<file path="src/rtl/adder_accumulator.sv">
// rtl/adder_accumulator.sv - accumulates COUNT upstream sums per run into one registered total with an overflow flag
// Optional feature macro: ADDER_ACC_SATURATE_EN (saturate instead of wrapping on overflow).
module adder_accumulator #(
    parameter int WIDTH1 = 4,
    parameter int WIDTH2 = 4,
    parameter int COUNT  = 8,
    parameter int ACCW   = 11
) (
    input  logic                     clk,
    input  logic                     aclr_n,
    input  logic                     start,
    input  logic                     in_valid,
    input  logic [WIDTH1+WIDTH2-1:0] sum_in,
    output logic                     busy,
    output logic [ACCW-1:0]          acc_out,
    output logic                     acc_valid,
    output logic                     ovf
);

    localparam int SW = WIDTH1 + WIDTH2;
    localparam int CW = $clog2(COUNT);
    localparam logic [CW-1:0] LAST = CW'(COUNT - 1);

    typedef enum logic [1:0] {
        S_IDLE  = 2'd0,
        S_ACCUM = 2'd1,
        S_DONE  = 2'd2
    } state_t;

    state_t state_q, state_d;

    logic [ACCW-1:0] acc_q, acc_d;
    logic [CW-1:0]   cnt_q, cnt_d;
    logic            ovf_r_q, ovf_r_d;
    logic [ACCW-1:0] acc_out_q, acc_out_d;
    logic            ovf_q, ovf_d;

    logic [ACCW:0]   sum_ext;
    logic            carry;
    logic [ACCW-1:0] acc_upd;
    logic            accept;
    logic            last_sample;

    // One extra bit of headroom exposes the carry out of the accumulator.
    always_comb begin
        sum_ext = {1'b0, acc_q} + {{(ACCW + 1 - SW){1'b0}}, sum_in};
        carry   = sum_ext[ACCW];
`ifdef ADDER_ACC_SATURATE_EN
        acc_upd = carry ? {ACCW{1'b1}} : sum_ext[ACCW-1:0];
`else
        acc_upd = sum_ext[ACCW-1:0];
`endif
    end

    assign accept      = (state_q == S_ACCUM) && in_valid;
    assign last_sample = accept && (cnt_q == LAST);

    always_ff @(posedge clk or negedge aclr_n) begin
        if (!aclr_n) begin
            state_q <= S_IDLE;
        end else begin
            state_q <= state_d;
        end
    end

    always_comb begin
        state_d = state_q;
        case (state_q)
            S_IDLE:  if (start) state_d = S_ACCUM;
            S_ACCUM: if (last_sample) state_d = S_DONE;
            S_DONE:  state_d = S_IDLE;
            default: state_d = S_IDLE;
        endcase
    end

    always_comb begin
        busy      = (state_q == S_ACCUM) || (state_q == S_DONE);
        acc_valid = (state_q == S_DONE);
    end

    always_comb begin
        acc_d     = acc_q;
        cnt_d     = cnt_q;
        ovf_r_d   = ovf_r_q;
        acc_out_d = acc_out_q;
        ovf_d     = ovf_q;
        if (state_q == S_IDLE && start) begin
            acc_d   = '0;
            cnt_d   = '0;
            ovf_r_d = 1'b0;
        end else if (accept) begin
            acc_d   = acc_upd;
            cnt_d   = cnt_q + 1'b1;
            ovf_r_d = ovf_r_q | carry;
            // Publish the post-update values so the final sample is included.
            if (last_sample) begin
                acc_out_d = acc_upd;
                ovf_d     = ovf_r_q | carry;
            end
        end
    end

    always_ff @(posedge clk or negedge aclr_n) begin
        if (!aclr_n) begin
            acc_q     <= '0;
            cnt_q     <= '0;
            ovf_r_q   <= 1'b0;
            acc_out_q <= '0;
            ovf_q     <= 1'b0;
        end else begin
            acc_q     <= acc_d;
            cnt_q     <= cnt_d;
            ovf_r_q   <= ovf_r_d;
            acc_out_q <= acc_out_d;
            ovf_q     <= ovf_d;
        end
    end

    assign acc_out = acc_out_q;
    assign ovf     = ovf_q;

endmodule

</file>
<file path="config.mk">
export PLATFORM = sky130hd
export DESIGN_NAME = adder_accumulator
export DESIGN_NICKNAME = d
export VERILOG_FILES = /design/src/rtl/adder_accumulator.sv
export SDC_FILE = /design/constraint.sdc
export NUM_CORES = 1
export LEC_CHECK = 0
export BUFFER_PORTS_ARGS = -buffer_cell sky130_fd_sc_hd__buf_2
export CAP_MARGIN = 20
export CELL_PAD_IN_SITES_DETAIL_PLACEMENT = 0
export CELL_PAD_IN_SITES_GLOBAL_PLACEMENT = 1
export CORE_UTILIZATION = 40
export CTS_CLUSTER_SIZE = 20
export DETAILED_ROUTE_END_ITERATION = 8
export PLACE_DENSITY_LB_ADDON = 0.1
export SYNTH_ARGS = -nofsm -noshare
export SYNTH_HDL_FRONTEND = slang
export SYNTH_SLANG_ARGS = --single-unit
</file>
<file path="constraint.sdc">
create_clock -name clk -period 2.2 [get_ports clk]
set_clock_uncertainty 0.1 [all_clocks]
set_input_delay 0.44 -clock clk [delete_from_list [all_inputs] [get_ports clk]]
set_output_delay 0.44 -clock clk [all_outputs]
set_load 0.05 [all_outputs]
</file>
==> flow_summary_export.csv <==
group,metric,value,unit
global_route,overflow,0,
layout,area_delta_synth_final,18.8,%
cts,root_buffer,"clkbuf_8",
synthesis,seq_area_frac_synth,43.8,%
floorplanning,start_util,41.4,%
drt,wl_per_cell,13.2,um
sta,setup_slack,0.215,ns
global_route,grt_pass1_vias,1275,
cts,path_clk_slew,0.06,ns
critical_path,timing.critical_path.to,"acc_out[8]",
power,power_switching,899,uW
power,switching_share,41.4,%
layout,fin_nets,239,
critical_path,crit_slowest_cell,"or4_1",
critical_path,crit_chain,"ha_1, inv_1, fa_1, nor2b_1, o31a_2, nor2b_2, or4_1, nand3_1",
global_route,grt_max_degree,30,
drt,first_pass_iters,4,
job,cap_violations,0,
critical_path,crit_start,"acc_q[0]",
sta,layout_min_cycle_time,1.99,ns
power,p_per_area,1100,nW/um^2
critical_path,required,2.31,ns
global_route,grt_antenna_before_repair,0,
placed_design,dp_slack,0.0388,ns
global_route,grt_use_met1,23.9,%
placed_design,place_area,1880,um^2
critical_path,worstSetupPathType,"flop to flop",
sta,setup-tns-final,0,ns
global_route,grt_first_pass_wirelength,5860,um
sta,tightestPinTransition,0.661,ns
drt,totalWireLength,3450,um
sta,rsz0062_at_grt,"no",
outcome,status,"finished clean",
drt,antenna_left,0,
power,pwr-share-clk,19.9,%
power,p_total,2.17,mW
cts,cts_made_buffers,5,
cts,cts_setup_buffers,0,
sta,maxSlewHeadroom,55.9,%
critical_path,r2r-start,"acc_q[0]",
synthesis,netlist_area,1660,um^2
layout,stdcell_area,1970,um^2
cts,clk_path_buf_depth,2,
floorplanning,num_rows,23,
critical_path,r2r_end,"acc_out[8]",
sta,setup_viol,0,
hold_path,worstHoldPathType,"primary input to asynchronous set/reset pin",
synthesis,synth.avg_cell_area,9.35,um^2
global_route,grt_util_met3,4.83,%
layout,drive_gt1_share,21.8,%
cts,cts-resized-gates,0,
global_route,met2_usage,28.2,%
floorplanning,coreArea,4000,um^2
critical_path,worst_setup_path_start_kind,"flop",
cts,htreeDepth,2,
floorplanning,die_h,66.3,um
critical_path,crit_arrival,2.10,ns
critical_path,end_kind,"flop",
synthesis,synthDistinctLibCells,35,
cts,holdBufCountCts,0,
critical_path,slowest_delay,0.40,ns
power,power_frac_seq,33.4,%
sta,post-route-period-util,90.2,%
floorplanning,io-pin-count,26,
synthesis,synth_warnings,0,
placed_design,dp_hpwl,2670,um
sta,clock.fmax,0.504,GHz
drt,drtIter0Drc,60,
drt,viasPerCell,5.05,
sta,drv_slew,0,
synthesis,ys_ff_latch,29,
synthesis,synth_fp_nets,205,
drt,drc_errors,0,
cts,tritoncts,"done",
global_route,track_usage,18.3,%
critical_path,r2r_slack,0.21,ns
synthesis,synthCells,177,
sta,final_hold_viol_count,0,
power,total_leakage_power,0.980,nW
power,vdd_drop_max,0.536,mV
power,comb_power_share,46.7,%
placed_design,port_buffers,25,
power,internal-power,1.27,mW
floorplanning,die_w,66.3,um
cts,clkLatencyLatePin,0.28,ns
cts,cts_sinks,29,
critical_path,crit_path_max_fanout,4,
drt,vias,1317,
placed_design,gp_congestion,0.871,
critical_path,reg2reg_depth,8,
sta,timing.hold.ws,0.0909,ns
global_route,grt-busiest-layer,"met2",
floorplanning,dieArea,4400,um^2
layout,num_antenna_cells,0,
==> critical path, delay by kind of cell (launching register included) <==
| kind | cells | cell delay [ns] |
|---|---|---|
| AOI/OAI and AO/OA | 1 | 0.17 |
| adders and majority gates | 2 | 0.54 |
| DFF | 1 | 0.34 |
| and+or+nand+nor | 4 | 0.71 |
| buffers and inverters | 1 | 0.05 |
==> area by class of cell <==
class / instances / area, um^2
well taps: 50 / 62.6
inverters: 6 / 22.5
clock buffers: 7 / 86.3
repair buffers: 33 / 185
multi-input cells: 136 / 885
fillers: 394 / 2030
flip-flops and latches: 29 / 726
==> worst min path at each step <==
stage                from    endpoint  slack [ns]  depth (start not counted)
2_1_floorplan      aclr_n  acc_out[0]        0.04                          0
3_3_place_gp   acc_out[6]  acc_out[6]        0.36                          2
3_5_place_dp   acc_out[6]  acc_out[6]        0.37                          2
4_1_cts            aclr_n     ovf_r_q        0.11                          1
5_1_grt            aclr_n    acc_q[8]        0.15                          1
6_report           aclr_n    acc_q[8]        0.09                          1
==> metal layers <==
layer | part of all wire, % | up-vias
li1 | - | 686
met1 | 49 | 600
met2 | 46 | 24
met3 | 3.9 | 7
met4 | 1.8 | 0
met5 | 0 | -
==> Yosys cell counts (all sizes together) <==
| cell | n | share of area [%] |
|---|---|---|
| nor2 | 9 | 2.0 |
| ha | 15 | 11 |
| xnor2 | 2 | 1.1 |
| clkbuf | 5 | 1.1 |
| or2 | 1 | 0.38 |
| and3 | 1 | 0.38 |
| o21ai | 19 | 5.7 |
| o31a | 1 | 0.60 |
| xor2 | 8 | 4.2 |
| a21o | 1 | 0.45 |
| o22ai | 1 | 0.38 |
| a211oi | 1 | 0.76 |
| nor2b | 3 | 1.3 |
| inv | 6 | 1.4 |
| mux2i | 1 | 0.60 |
| o31ai | 4 | 1.8 |
| or4 | 2 | 0.91 |
| nand2 | 31 | 7.0 |
| o211ai | 4 | 1.8 |
| o211a | 1 | 0.60 |
| fa | 1 | 1.2 |
| a31oi | 1 | 0.38 |
| dfrtp | 29 | 44 |
| nor3 | 2 | 0.60 |
| nand3 | 5 | 1.8 |
| a21oi | 15 | 4.8 |
| and2 | 2 | 0.76 |
| nand2b | 3 | 1.1 |
| buf | 1 | 0.23 |
| mux2 | 2 | 1.4 |
==> through the flow <==
stage	util (%)	std cells
global route	49.2	261
finish	49.2	261
global placement	47.0	254
floorplan	-	177
CTS	49.2	261
detailed placement	47.0	254
==> state kept, by name (all words and copies together) (netlist names) <==
signal / count
acc_out: 11
acc_q: 11
cnt_q: 3
state_q: 2
ovf: 1
ovf_r_q: 1
==> cell families after synthesis <==
| family | Yosys count | share of synthesized area (%) |
|---|---|---|
| XOR/XNOR | 10 | 5.29 |
| multiplexers | 3 | 1.97 |
| AO/OA/AOI/OAI | 48 | 17.3 |
| adder cells (fa/ha/maj) | 16 | 12.5 |
| buffers and inverters | 12 | 2.72 |
| AND/OR/NAND/NOR | 59 | 16.3 |
| flip-flops | 29 | 43.8 |
==> power by group through the flow <==
stage                     clock network (mW)  logic (mW)  registers (mW)
after floorplan                            0       0.796           0.707
after global placement                     0       0.998           0.731
after detailed placement                   0        1.02           0.732
after CTS                              0.448        1.03           0.726
after global routing                   0.468        1.17           0.741
final                                  0.434        1.01           0.725
==> cells in the final DEF (no fill, tap or decap), types with 2 or more instances in the layout <==
cell / netlist / layout
inv_1: 6 / 6
xnor2_1: 2 / 2
ha_1: 15 / 15
xor2_1: 8 / 8
nand2b_1: 3 / 3
clkbuf_8: 0 / 6
mux2_2: 2 / 2
dfrtp_1: 29 / 29
or4_1: 2 / 2
nor2b_1: 2 / 2
a21oi_1: 14 / 14
o21ai_1: 7 / 7
nor2_1: 9 / 9
buf_4: 0 / 8
nand2_1: 31 / 31
o31ai_1: 4 / 4
nand3_1: 4 / 4
o21ai_0: 12 / 12
nor3_1: 2 / 2
o211ai_1: 4 / 4
buf_2: 0 / 25
(Power assumes the default switching activity.)
